--- src/rtl/uart_tx_arbiter.sv ---
// Arbitrates one UART transmitter among N_REQ printers with rotating priority,
// whole-dump ownership and a watchdog that reclaims the UART from stalled owners.
module uart_tx_arbiter #(
    parameter int unsigned N_REQ       = 4,
    parameter logic [19:0] TIMEOUT_CYC = 20'd1000000
) (
    input  logic               i_clk,
    input  logic               i_rst,
    input  logic [N_REQ-1:0]   i_req,
    input  logic [N_REQ-1:0]   i_cli_tx_start,
    input  logic [8*N_REQ-1:0] i_cli_tx_data,
    input  logic [N_REQ-1:0]   i_cli_done,
    input  logic               i_uart_busy,
    output logic               o_uart_start,
    output logic [7:0]         o_uart_data,
    output logic [N_REQ-1:0]   o_cli_busy,
    output logic [N_REQ-1:0]   o_grant,
    output logic [2:0]         o_active_id,
    output logic               o_timeout_err
);

    typedef enum logic [1:0] {
        StIdle,
        StHold,
        StRelease
    } state_e;

    localparam logic [19:0] WdogLast = TIMEOUT_CYC - 20'd1;

    state_e           r_state;
    logic [N_REQ-1:0] r_grant;
    logic [2:0]       r_active_id;
    logic [2:0]       r_rr_ptr;
    logic [19:0]      r_wdog;
    logic             r_timeout_err;

    state_e           w_state_next;
    logic [N_REQ-1:0] w_grant_next;
    logic [2:0]       w_active_next;
    logic [2:0]       w_rr_next;
    logic [19:0]      w_wdog_next;
    logic             w_timeout_next;

    // Padded to 8 lanes so a 3-bit index always fits, whatever N_REQ is.
    logic [7:0]       w_req_pad;
    logic [7:0]       w_done_pad;
    logic [63:0]      w_data_pad;
    logic [7:0]       w_onehot;
    logic [3:0]       w_idx;
    logic [3:0]       w_rr_inc;
    logic [2:0]       w_pick_id;
    logic             w_pick_found;
    logic             w_uart_start;

    assign w_req_pad  = 8'(i_req);
    assign w_done_pad = 8'(i_cli_done);
    assign w_data_pad = 64'(i_cli_tx_data);

    // Rotating scan starting at r_rr_ptr; wrap by compare so any N_REQ works.
    always_comb begin
        w_pick_found = 1'b0;
        w_pick_id    = 3'd0;
        w_idx        = 4'd0;
        for (int unsigned i = 0; i < N_REQ; i++) begin
            w_idx = {1'b0, r_rr_ptr} + 4'(i);
            if (w_idx >= 4'(N_REQ)) begin
                w_idx = w_idx - 4'(N_REQ);
            end
            if (!w_pick_found && w_req_pad[w_idx[2:0]]) begin
                w_pick_found = 1'b1;
                w_pick_id    = w_idx[2:0];
            end
        end
    end

    assign w_onehot = 8'd1 << w_pick_id;
    assign w_rr_inc = {1'b0, r_active_id} + 4'd1;

    always_comb begin
        w_state_next   = r_state;
        w_grant_next   = r_grant;
        w_active_next  = r_active_id;
        w_rr_next      = r_rr_ptr;
        w_wdog_next    = r_wdog;
        w_timeout_next = 1'b0;
        unique case (r_state)
            StIdle: begin
                if (w_pick_found) begin
                    w_grant_next  = w_onehot[N_REQ-1:0];
                    w_active_next = w_pick_id;
                    w_wdog_next   = 20'd0;
                    w_state_next  = StHold;
                end
            end
            StHold: begin
                if (w_uart_start || i_uart_busy) begin
                    w_wdog_next = 20'd0;
                end else begin
                    w_wdog_next = r_wdog + 20'd1;
                end
                // A done in the timeout cycle wins: normal release, no error.
                if (w_done_pad[r_active_id]) begin
                    w_state_next = StRelease;
                end else if (r_wdog == WdogLast) begin
                    w_state_next   = StRelease;
                    w_timeout_next = 1'b1;
                end
            end
            StRelease: begin
                w_grant_next = '0;
                w_wdog_next  = 20'd0;
                w_rr_next    = (w_rr_inc >= 4'(N_REQ)) ? 3'd0 : w_rr_inc[2:0];
                w_state_next = StIdle;
            end
            default: begin
                w_grant_next = '0;
                w_state_next = StIdle;
            end
        endcase
    end

    always_ff @(posedge i_clk) begin
        if (i_rst) begin
            r_state       <= StIdle;
            r_grant       <= '0;
            r_active_id   <= 3'd0;
            r_rr_ptr      <= 3'd0;
            r_wdog        <= 20'd0;
            r_timeout_err <= 1'b0;
        end else begin
            r_state       <= w_state_next;
            r_grant       <= w_grant_next;
            r_active_id   <= w_active_next;
            r_rr_ptr      <= w_rr_next;
            r_wdog        <= w_wdog_next;
            r_timeout_err <= w_timeout_next;
        end
    end

    assign w_uart_start  = |(i_cli_tx_start & r_grant);
    assign o_uart_start  = w_uart_start;
    assign o_uart_data   = (r_grant != '0) ? w_data_pad[{r_active_id, 3'b000} +: 8] : 8'd0;
    assign o_cli_busy    = (r_grant & {N_REQ{i_uart_busy}}) | ~r_grant;
    assign o_grant       = r_grant;
    assign o_active_id   = r_active_id;
    assign o_timeout_err = r_timeout_err;

endmodule
--- config.mk ---
export PLATFORM = sky130hd
export DESIGN_NAME = uart_tx_arbiter
export DESIGN_NICKNAME = d
export VERILOG_FILES = /design/src/rtl/uart_tx_arbiter.sv
export SDC_FILE = /design/constraint.sdc
export NUM_CORES = 1
export LEC_CHECK = 0
export ABC_CLOCK_PERIOD_IN_PS = 3600
export CELL_PAD_IN_SITES_DETAIL_PLACEMENT = 2
export CELL_PAD_IN_SITES_GLOBAL_PLACEMENT = 2
export CORE_MARGIN = 1.5
export CORE_UTILIZATION = 28
export DETAILED_ROUTE_END_ITERATION = 8
export PLACE_DENSITY = 0.8
export REMOVE_ABC_BUFFERS = 1
export SETUP_SLACK_MARGIN = 0.15
export SLEW_MARGIN = 10
export SYNTH_ARGS = -nofsm -noshare
export SYNTH_HDL_FRONTEND = slang
export SYNTH_SLANG_ARGS = --single-unit
--- constraint.sdc ---
create_clock -name i_clk -period 3.6 [get_ports i_clk]
set_clock_uncertainty 0.1 [all_clocks]
set_input_delay 0.72 -clock i_clk [delete_from_list [all_inputs] [get_ports i_clk]]
set_output_delay 0.72 -clock i_clk [all_outputs]
set_load 0.01 [all_outputs]
==> results of run 1 <==
-- worst max path at each step --
stage	start	cells after the start	slack [ns]	endpoint
after floorplan	i_cli_tx_start[1]	5	0.51	r_wdog[10]
after global placement	i_req[1]	6	0.35	r_wdog[14]
after detailed placement	i_req[3]	6	0.27	r_wdog[14]
after CTS	o_active_id[0]	4	0.47	o_uart_data[5]
after global routing	o_active_id[0]	4	0.36	o_uart_data[5]
final	o_active_id[0]	4	0.53	o_uart_data[5]
-- power breakdown --
group	internal [mW]	switching, mW
clock	0.207	0.160
combinational	0.260	0.236
sequential	0.382	0.0374
total	0.849	0.433
-- critical path: cells and delay by family (launching register included) --
family	cells	cell delay [ns]
AND/OR/NAND/NOR	1	0.14
flip-flops	1	0.57
multiplexers	1	0.50
buffers and inverters	2	0.74
-- cell families (layout without fill, tap and decap cells) --
logic type                 count (synthesis)  in the layout
and+or+nand+nor                          113            113
AOI/OAI and AO/OA                         73             73
DFF                                       33             33
buffers and inverters                     20             90
muxes                                     18             18
adders and majority gates                  4              4
-- sequential cells by signal (all words and copies together) (netlist names) --
signal and cells:
o_active_id 3, o_grant 4, o_timeout_err 1, r_rr_ptr 3
r_state 2, r_wdog 20
-- cells in the mapped netlist, types with 2 or more instances --
cell	count	area (µm²)
a32o_1	2	20.02
nand2_1	24	90.09
a32oi_1	2	17.52
and2_1	2	12.51
nor4b_1	3	26.28
a22oi_1	3	22.52
mux2i_1	3	30.03
nand4_1	5	31.28
nor3_1	11	55.05
nand2b_1	7	43.79
mux4_2	11	247.7
a31o_2	2	17.52
a311oi_2	8	120.1
ha_1	4	50.05
clkbuf_1	8	30.03
o31ai_1	5	37.54
dfxtp_1	33	660.6
a31oi_1	6	37.54
o21ai_0	10	50.05
nor3b_1	2	15.01
o31a_1	3	26.28
o2bb2ai_1	2	17.52
a41oi_1	3	26.28
or3_1	2	12.51
nor2b_1	11	68.82
nand3_1	8	40.04
buf_2	2	10.01
mux2_2	3	33.78
nor4_1	3	18.77
and3_1	6	37.54
inv_1	8	30.03
nor2_1	23	86.33
a21oi_1	11	55.05
-- layer usage --
layer,GRT usage (%),wire [µm],vias to the layer above
met1,21.92,3479,1225
li1,-,-,1158
met2,37.14,4417,47
met5,0,0,-
met4,5.224,160,0
met3,3.060,209,15
-- cell type report --
| cell class | instances | share of cell area [%] |
|---|---|---|
| multi-input cells | 208 | 49.43 |
| clock inverters | 3 | 1.410 |
| well taps | 105 | 4.002 |
| clock buffers | 5 | 2.096 |
| repair buffers | 74 | 22.03 |
| flip-flops and latches | 33 | 20.12 |
| inverters | 8 | 0.9146 |
==> impl_metrics.py, run 1 <==
metrics = {
    "worst_hold_path": {
        "worstHoldEndpoint": "r_wdog[18]",
        "hold_path.class": "reg -> reg",
        "hold-path-cell-count": 2,
        "worstHoldStart": "r_wdog[18]",
    },
    "setup_path": {
        "cp_slowest_cell": "dfxtp_1",
        "crit_path_end_kind": "primary output",
        "r2r_cells": 8,
        "crit_required_ns": 2.78,
        "crit_chain": "buf_4, mux4_2, nor2b_1, clkdlybuf4s50_1",
        "crit_path_max_fanout": 8,
        "cp_slowest_stage_delay_ns": 0.57,
        "reg2reg_to": "r_wdog[14]",
        "reg2reg_from": "r_rr_ptr[1]",
        "cp_data_arrival_time_ns": 2.25,
        "startpoint_type": "register",
        "reg2reg_slack_ns": 0.68,
        "path_class": "reg -> out",
    },
    "cells_and_area": {
        "final_core_util_pct": 40.16,
        "n_fill_cell": 923,
        "antenna_cells": 0,
        "final_cell_count_no_fill": 436,
        "final_layout_size_suffix_gt1_share_pct": 14.20,
        "seqCellArea_um2": 660.6,
        "final_common_cell": "clkdlybuf4s50_1",
        "final_cell_mix": "clkdlybuf4s50_1 (67), dfxtp_1 (33), nand2_1 (24)",
        "multi_input_area_um2": 1623,
        "nets": 381,
        "synthToLayoutAreaGrowth_pct": 39.35,
        "final_area_um2": 3283,
    },
    "sta": {
        "hold_ws_ns": 0.4138,
        "fin_crit_sh_pct": 85.31,
        "rsz0062_at_grt": "no",
        "slew_viol_final": 0,
        "worst-slew-pin-transition_ns": 0.6966,
        "setup_viol": 0,
        "finalSetupTns_ns": 0,
        "setup_slack_ns": 0.5289,
        "min_period_ns": 3.071,
        "fmax_ghz": 0.3256,
        "hold_violations": 0,
        "slew_headroom_pct": 53.56,
    },
    "run": {
        "cap_violations": 0,
    },
    "detailed_routing": {
        "avgRoutedWirePerCell_um": 18.96,
        "routed_via_density": 5.608,
        "drt_iter0_markers": 48,
        "drcViolationCount": 0,
        "firstDrtPassIters": 4,
        "totalWireLength_mm": 8.267,
        "vias": 2445,
        "ant_nets": 0,
    },
    "logic_synthesis": {
        "synth_edf_count": 0,
        "syn_inst": 261,
        "synth_seq_cells": 33,
        "synthesis.area_um2": 2356,
        "yosys_warnings": 0,
        "yosys.area_share.simple_pct": 25.01,
        "synthAdderAreaFrac_pct": 2.124,
        "synth_compound_area_share_pct": 26.87,
        "syn_area_per_cell_um2": 9.027,
        "synthArstFlopShare_pct": 0,
        "synth.area.mux_share_pct": 14.34,
        "synth_top_family_by_area": "compound AO/OA/AOI/OAI gates",
        "ys_seq_area_share_pct": 28.04,
        "synthFlopType": "dfxtp_1",
        "synth-xor-area-share_pct": 0,
        "yosysUniqueCellTypes": 58,
    },
    "global_routing": {
        "grt_pass1_vias": 2682,
        "track_usage_pct": 19.40,
        "grt_first_pass_wirelength_mm": 13.70,
        "grt_max_degree": 30,
        "antenna_found_initial": 0,
        "grt_overflow": 0,
    },
    "floorplanning": {
        "ios": 68,
        "fp.coreArea_um2": 8175,
        "dieWidth_um": 94.73,
        "rows": 33,
        "die-area_um2": 8974,
        "initial_utilization_pct": 28.82,
        "die_h_um": 94.73,
    },
    "cts": {
        "clk_latency_ns": 0.30,
        "tritoncts": "done",
        "postCtsSetupBuffers": 0,
        "clk_pin_slew_ns": 0.08,
        "ctsHoldBuffers": 0,
        "htree_levels": 2,
        "numCtsBuffers": 5,
        "clock_path_buffers": 2,
        "cts_resized": 0,
        "cts_root_buf": "clkbuf_8",
        "clock-sinks": 33,
    },
    "place": {
        "pre_cts_slack_ns": 0.2696,
        "hpwl_mm": 6.368,
        "postPlaceCellArea_um2": 3168,
        "numPortBuffers": 67,
        "dp_cells": 428,
        "routabilityCongestion": 0.7860,
    },
    "pwr": {
        "p_leak_nw": 1.069,
        "p_per_area_nw_per_um2": 390.6,
        "vdd_drop_max_uv": 296.3,
        "totalPowerFinal_mw": 1.283,
    },
    "run_status": {
        "status": "complete, no violations",
    },
}
Note: power is estimated with default switching activity, not from simulation.
==> run 2, diff against run 1 <==
==> constraint.sdc (replaced) <==
create_clock -name i_clk -period 3.6 [get_ports i_clk]
set_clock_uncertainty 0.1 [all_clocks]
set_input_delay 0.36 -clock i_clk [delete_from_list [all_inputs] [get_ports i_clk]]
set_output_delay 0.36 -clock i_clk [all_outputs]
set_load 0.01 [all_outputs]
==> run 2 against run 1 <==
  * Worst setup slack improved by 0.16 ns
  * Total power down 0.68%
  * Worst hold slack improved by 0.0054 ns
  * Via count shrank 1.1%
  * Wire length decreased by 3.0%
  * Cell count down 0.46%
==> impl_metrics.py, run 2 (synthesis results as in run 1) <==
metrics = {
    "global_routing": {
        "antenna_found_initial": 0,
        "grt_first_pass_wirelength_mm": 13.45,
        "grt_overflow": 0,
        "track_usage_pct": 19.23,
        "grt_pass1_vias": 2660,
        "grt_max_degree": 32,
    },
    "floorplanning": {
        "ios": 68,
        "rows": 33,
        "fp.coreArea_um2": 8175,
        "dieWidth_um": 94.73,
        "die_h_um": 94.73,
        "die-area_um2": 8974,
        "initial_utilization_pct": 28.82,
    },
    "pwr": {
        "p_per_area_nw_per_um2": 389.2,
        "seqPwrFrac_pct": 33.3,
        "power.switching_uw": 414.3,
        "power.share.switching_pct": 32.52,
        "p_comb_share_pct": 37.6,
        "vdd_drop_max_uv": 189.9,
        "p_leak_nw": 1.062,
        "power.internal_uw": 859.6,
        "clkPwrFrac_pct": 29.1,
    },
    "sta": {
        "worst-slew-pin-transition_ns": 0.9724,
        "slew_headroom_pct": 34.47,
        "hold_violations": 0,
        "min_period_ns": 2.907,
        "finalSetupTns_ns": 0,
        "fin_crit_sh_pct": 80.76,
        "hold_ws_ns": 0.4192,
        "setup_viol": 0,
        "slew_viol_final": 0,
        "rsz0062_at_grt": "no",
        "fmax_ghz": 0.3440,
    },
    "detailed_routing": {
        "wl_met3_um": 239,
        "drcViolationCount": 0,
        "drt_iter0_markers": 72,
        "totalWireLength_mm": 8.020,
        "firstDrtPassIters": 4,
        "top_layer": "met4",
        "routed_via_density": 5.571,
        "vias": 2418,
        "drt-met1-wl_mm": 3.294,
        "avgRoutedWirePerCell_um": 18.48,
        "ant_nets": 0,
        "wl_met2_mm": 4.398,
    },
    "worst_hold_path": {
        "worstHoldEndpoint": "r_wdog[18]",
        "worstHoldStart": "r_wdog[18]",
        "hold-path-cell-count": 2,
        "hold_path.class": "reg -> reg",
    },
    "cts": {
        "ctsHoldBuffers": 0,
        "tritoncts": "done",
        "postCtsSetupBuffers": 0,
        "cts_root_buf": "clkbuf_8",
        "numCtsBuffers": 5,
        "clock-sinks": 33,
        "clock_path_buffers": 2,
        "cts_resized": 0,
        "clk_pin_slew_ns": 0.07,
        "clk_latency_ns": 0.29,
        "htree_levels": 2,
    },
    "setup_path": {
        "crit_chain": "buf_4, inv_1, ha_1, mux4_2, a21o_4, o41a_1, o211a_1, nor3_1",
        "startpoint_type": "register",
        "cp_data_arrival_time_ns": 3.02,
        "reg2reg_from": "r_rr_ptr[1]",
        "path_buf_inv": 2,
        "crit_path_max_fanout": 12,
        "crit_path_end_kind": "register",
        "r2r_cells": 8,
        "reg2reg_to": "r_wdog[14]",
        "crit_required_ns": 3.71,
        "cp_slowest_stage_delay_ns": 0.68,
        "reg2reg_slack_ns": 0.69,
        "critPathTopFamily": "compound AO/OA/AOI/OAI gates",
        "cp_slowest_cell": "o41a_1",
        "path_class": "reg -> reg",
    },
    "cells_and_area": {
        "n_fill_cell": 902,
        "multi_input_area_um2": 1623,
        "seqCellArea_um2": 660.6,
        "final_layout_size_suffix_gt1_share_pct": 13.68,
        "final_cell_mix": "clkdlybuf4s50_1 (67), dfxtp_1 (33), nand2_1 (24)",
        "nets": 379,
        "antenna_cells": 0,
        "top_register": "r_wdog",
        "largest_reg_flops": 20,
        "synthToLayoutAreaGrowth_pct": 38.93,
        "final_common_cell": "clkdlybuf4s50_1",
    },
    "place": {
        "routabilityCongestion": 0.8190,
        "hpwl_mm": 6.183,
        "numPortBuffers": 67,
    },
    "run": {
        "cap_violations": 0,
    },
    "run_status": {
        "status": "complete, no violations",
    },
}
## run 2: changes by cell type in the layout (fill, tap and decap cells not counted)
cell,delta
buf_4,-2
clkbuf_8,+1
clkinv_4,-1
## run 2: power groups by stage
stage | registers, mW | logic [mW] | clock network (mW)
finish | 0.424 | 0.479 | 0.371
global route | 0.431 | 0.523 | 0.396
CTS | 0.426 | 0.488 | 0.383
detailed placement | 0.434 | 0.484 | 0
global placement | 0.434 | 0.469 | 0
floorplan | 0.432 | 0.250 | 0
## run 2: stage by stage
stage	total power, mW	cell area (µm²)	instances	setup slack [ns]	utilization [%]
after floorplan	0.6812	2301	249	0.8125	-
after global placement	0.9028	3153	426	0.7085	38.57
after detailed placement	0.9184	3153	426	0.5967	38.57
after CTS	1.297	3273	434	0.6393	40.04
after global routing	1.350	3273	434	0.4841	40.04
final	1.274	3273	434	0.6927	40.04
## run 2: metal layers
layer | vias up | global-route usage, %
met5 | - | 0
met3 | 9 | 2.899
li1 | 1153 | -
met2 | 42 | 37.32
met1 | 1214 | 21.72
met4 | 0 | 4.353
## run 2: cell type report
type	instances	share of cell area, %
Multi-Input combinational cell	208	49.58
Timing Repair Buffer	72	21.64
Clock buffer	6	2.523
Clock inverter	2	1.147
Inverter	8	0.9174
Sequential cell	33	20.18
Tap cell	105	4.014
## run 2: worst max-delay path by stage
stage,depth (start not counted),startpoint,slack [ns],end
after global placement,6,i_req[1],0.71,r_wdog[14]
after detailed placement,6,i_req[1],0.60,r_wdog[14]
after CTS,8,r_rr_ptr[1],0.64,r_wdog[14]
after floorplan,7,r_rr_ptr[0],0.81,r_wdog[14]
after global routing,8,r_rr_ptr[1],0.48,r_wdog[14]
final,8,r_rr_ptr[1],0.69,r_wdog[14]
## run 2: worst register-to-register path, cell delays in order (launching register included)
cell and delay [ns]:
dfxtp_1 0.31, buf_4 0.20, inv_1 0.08, ha_1 0.39
mux4_2 0.38, a21o_4 0.28, o41a_1 0.68, o211a_1 0.24
nor3_1 0.17
==> run 3, diff against run 2 <==
- ABC_CLOCK_PERIOD_IN_PS: 3600 -> 2600
- CORE_UTILIZATION: 28 -> 25
- PLACE_DENSITY: 0.8 -> 0.76
- clock period: 3.6 -> 2.6 ns (I/O delays scaled with it)
==> run 3 against run 2 <==
  * Final area is 12% higher
  * Core utilization is 0.34 points lower
  * Sequential power rose by 35%
  * Combinational power grew 75%
  * Highest routed layer unchanged
  * Worst setup slack worse by 0.50 ns
  * Critical path type unchanged
  * Total power grew 52%
  * Count of clock-buffer cells in the layout is the same
  * Critical endpoint is now r_wdog[18]
==> impl_metrics.py, run 3 (synthesis results as in run 1) <==
metrics = {
    "run_status": {
        "status": "complete, no violations",
    },
    "run": {
        "cap_violations": 0,
    },
    "worst_hold_path": {
        "hold_path.class": "reg -> reg",
        "worstHoldEndpoint": "r_wdog[4]",
        "worstHoldStart": "r_wdog[4]",
        "hold-path-cell-count": 1,
    },
    "global_routing": {
        "antenna_found_initial": 0,
        "grt_overflow": 0,
        "grt_pass1_vias": 2756,
        "track_usage_pct": 17.41,
        "grt_max_degree": 29,
        "grt_first_pass_wirelength_mm": 14.02,
    },
    "pwr": {
        "p_leak_nw": 1.259,
        "p_per_area_nw_per_um2": 530.1,
        "totalPowerFinal_mw": 1.935,
        "vdd_drop_max_uv": 296.1,
    },
    "floorplanning": {
        "rows": 35,
        "dieWidth_um": 100.1,
        "ios": 68,
        "die_h_um": 100.1,
        "initial_utilization_pct": 25.62,
        "die-area_um2": 10020,
        "fp.coreArea_um2": 9196,
    },
    "cells_and_area": {
        "final_core_util_pct": 39.70,
        "final_cell_mix": "clkdlybuf4s50_1 (67), buf_4 (33), dfxtp_1 (31)",
        "final_cell_count_no_fill": 475,
        "final_layout_size_suffix_gt1_share_pct": 24.73,
        "top_register": "r_wdog",
        "nets": 414,
        "final_common_cell": "clkdlybuf4s50_1",
        "largest_reg_flops": 20,
        "antenna_cells": 0,
        "synthToLayoutAreaGrowth_pct": 54.97,
    },
    "setup_path": {
        "crit_path_end_kind": "register",
        "reg2reg_to": "r_wdog[18]",
        "cp_data_arrival_time_ns": 2.52,
        "critPathTopFamily": "compound AO/OA/AOI/OAI gates",
        "path_buf_inv": 3,
        "path_class": "reg -> reg",
        "cp_slowest_cell": "o41ai_4",
        "r2r_cells": 9,
        "cp_slowest_stage_delay_ns": 0.41,
        "crit_chain": "inv_2, ha_4, mux4_2, a21o_4, buf_12, o41ai_4, buf_6, nand2_2, a31oi_1",
        "crit_path_max_fanout": 5,
        "crit_required_ns": 2.72,
        "reg2reg_slack_ns": 0.20,
        "crit_cells": 9,
        "reg2reg_from": "r_rr_ptr[1]",
        "startpoint_type": "register",
    },
    "sta": {
        "min_period_ns": 2.404,
        "hold_violations": 0,
        "setup_viol": 0,
        "rsz0062_at_grt": "yes",
        "worst-slew-pin-transition_ns": 0.6111,
        "slew_headroom_pct": 58.88,
        "slew_viol_final": 0,
        "fmax_ghz": 0.4160,
        "finalSetupTns_ns": 0,
        "fin_crit_sh_pct": 92.47,
    },
    "cts": {
        "clk_pin_slew_ns": 0.08,
        "clk_latency_ns": 0.29,
        "htree_levels": 2,
        "numCtsBuffers": 5,
        "cts_root_buf": "clkbuf_8",
        "tritoncts": "done",
        "clock_path_buffers": 2,
        "ctsHoldBuffers": 0,
        "clock-sinks": 33,
    },
    "detailed_routing": {
        "avgRoutedWirePerCell_um": 18.95,
        "drt_iter0_markers": 48,
        "routed_via_density": 5.339,
        "totalWireLength_mm": 9.000,
        "ant_nets": 0,
        "drcViolationCount": 0,
        "vias": 2536,
        "firstDrtPassIters": 4,
    },
    "place": {
        "routabilityCongestion": 0.8101,
        "hpwl_mm": 6.474,
        "numPortBuffers": 67,
        "dp_cells": 448,
    },
}
## run 3: repair_timing
action | in CTS | in global routing
resized for setup | 9 | 10
pin swaps | 1 | 11
buffers inserted | 3 | 15
endpoints found under the setup margin | 23 | 21
cloned | 1 | 0
## run 3: worst register-to-register path: stages, from the launching register on
cell     delay (ns)
dfxtp_2        0.36
inv_2          0.06
ha_4           0.29
mux4_2         0.35
a21o_4         0.24
buf_12         0.13
o41ai_4        0.42
buf_6          0.19
nand2_2        0.05
a31oi_1        0.15
## run 3: worst max path at each step
stage | start | to
after floorplan | r_rr_ptr[0] | r_wdog[14]
after global placement | i_req[3] | o_grant[0]
after detailed placement | i_req[3] | o_grant[1]
after CTS | r_rr_ptr[0] | r_wdog[16]
after global routing | r_rr_ptr[0] | r_wdog[18]
final | r_rr_ptr[1] | r_wdog[18]
## run 3: layout make-up
cell class	instances	area [µm²]
inverters	8	30.03
repair buffers	107	1027
flip-flops and latches	33	663.1
multi-input cells	208	1672
well taps	111	138.9
clock inverters	2	37.54
fillers	996	5545
clock buffers	6	82.58
## run 3: per-layer routing
metal / routed length [µm] / vias to the layer above / global-route usage (%)
met1: 3845 / 1261 / 20.30
met3: 296 / 7 / 2.716
met2: 4817 / 46 / 34.17
met5: 0 / - / 0
met4: 41 / 0 / 1.950
li1: - / 1222 / -
## run 3: power by group
group / leakage, nW / internal, mW / switching [mW]
logic: 0.934 / 0.460 / 0.378
registers: 0.268 / 0.530 / 0.0438
clock network: 0.0574 / 0.312 / 0.212
## run 3: stage by stage
step                setup slack [ns]  area, µm²  hold WS (ns)
floorplan                    -0.1875       2301        0.2246
global placement             0.01045       3318        0.3849
detailed placement          -0.07018       3318        0.4055
CTS                           0.1515       3510        0.4239
global route                 0.08180       3651        0.4290
finish                        0.1959       3651        0.4158
==> variant, RTL diff (config.mk and constraints of run 1) <==
Change the parameter `N_REQ` from 4 to 5.
--- a/src/rtl/uart_tx_arbiter.sv
+++ b/src/rtl/uart_tx_arbiter.sv
@@ -1,7 +1,7 @@
 // Arbitrates one UART transmitter among N_REQ printers with rotating priority,
 // whole-dump ownership and a watchdog that reclaims the UART from stalled owners.
 module uart_tx_arbiter #(
-    parameter int unsigned N_REQ       = 4,
+    parameter int unsigned N_REQ       = 5,
     parameter logic [19:0] TIMEOUT_CYC = 20'd1000000
 ) (
     input  logic               i_clk,
Ports: changed (6 resized); port bits go from 68 to 81. No check against the original RTL was run, so the function may have changed too.
==> variant against run 1 <==
Wire length increased by 44%; power increased by 26%; utilization decreased by 0.25 points; design area increased by 31%; area after synthesis increased by 31%; via count increased by 38%; setup slack got worse by 250 ps; sequential cell count increased by 1; critical endpoint is now o_grant[4].
==> variant: results (changes against run 1) <==
Run status
  • Status: complete, no violations

Routing
  • Vias: 3,385 (+38%)
  • Met1 WL: 5210 um (+50%)
  • Detail Route met3 WL: 465 um (+120%)

STA
  • Max_slew headroom: 0.542 (+0.00607)
  • Worst Hold Slack: 401 ps (-12.6 ps)

Global routing
  • GRT Total Usage: 0.205 (+0.0110)
  • Global-route met1 utilization: 0.246 (+0.0270)
  • Grt met3 use: 0.0313 (+0.000748)
  • Via count of the first global-routing pass: 3,719 (+39%)
  • Largest net degree at the start of global routing: 24 (-20%)
  • Global-route wire length before repair: 19,000 um (+39%)

Synthesis
  • Post-synthesis sequential area ratio: 0.221 (-0.0596)
  • Complex-gate fraction of the synthesized area: 0.299 (+0.0300)
  • Largest cells by area after synthesis: dfxtp_1 (22%), mux4_2 (6.6%), a21oi_1 (4.7%)
  • Synth Area in XOR/XNOR: 0.0170 (+0.0170)

Place
  • Placed insts: 601 (+40%)
  • # port buffers: 80 (+19%)
  • DP HPWL: 9120 um (+43%)
  • RePlAce Congestion: 0.845 (+7.5%)

Power and ir drop
  • Seq pwr share: 0.276 (-0.051)
  • Worst IR drop on VDD: 0.177 mV (-40%)
  • Leakage power: 1.52 nW (+42%)

Clock network
  • CTS resizes: 2 (+2)

Setup path
  • Crit path largest cell delay: 430 ps (-140 ps)
  • R2R setup slack: 280 ps (-400 ps)
  • Highest-delay cell along the critical path: fa_1

Cells and area
  • Final net count: 540 (+42%)
-- variant: area by class of cell --
class                   count  area, sq um
fillers                  1228         6480
multi-input cells         313         2340
repair buffers             99          943
flip-flops and latches     34          684
well taps                 140          175
clock buffers               6         82.6
inverters                  17         67.6
clock inverters             2         12.5
-- variant: path summary, 6_finish.rpt --
check | cells past startpoint | end | start
worst min-delay path | 2 | r_wdog[1] | r_wdog[1]
worst max-delay path | 12 | o_grant[4] | r_rr_ptr[0]
worst min register to register | 2 | r_wdog[1] | r_wdog[1]
worst max register to register | 12 | o_grant[4] | r_rr_ptr[0]
-- variant: stage by stage --
step                      instance area (sq um)  worst slack [ps]  setup TNS [ps]  power, mW
after detailed placement                   4080              73.6               0       1.25
after global placement                     4080               232               0       1.23
final                                      4310               278               0       1.61
after global routing                       4310               124               0       1.72
after CTS                                  4190               163               0       1.58
after floorplan                            2980              -339           -4920      0.886
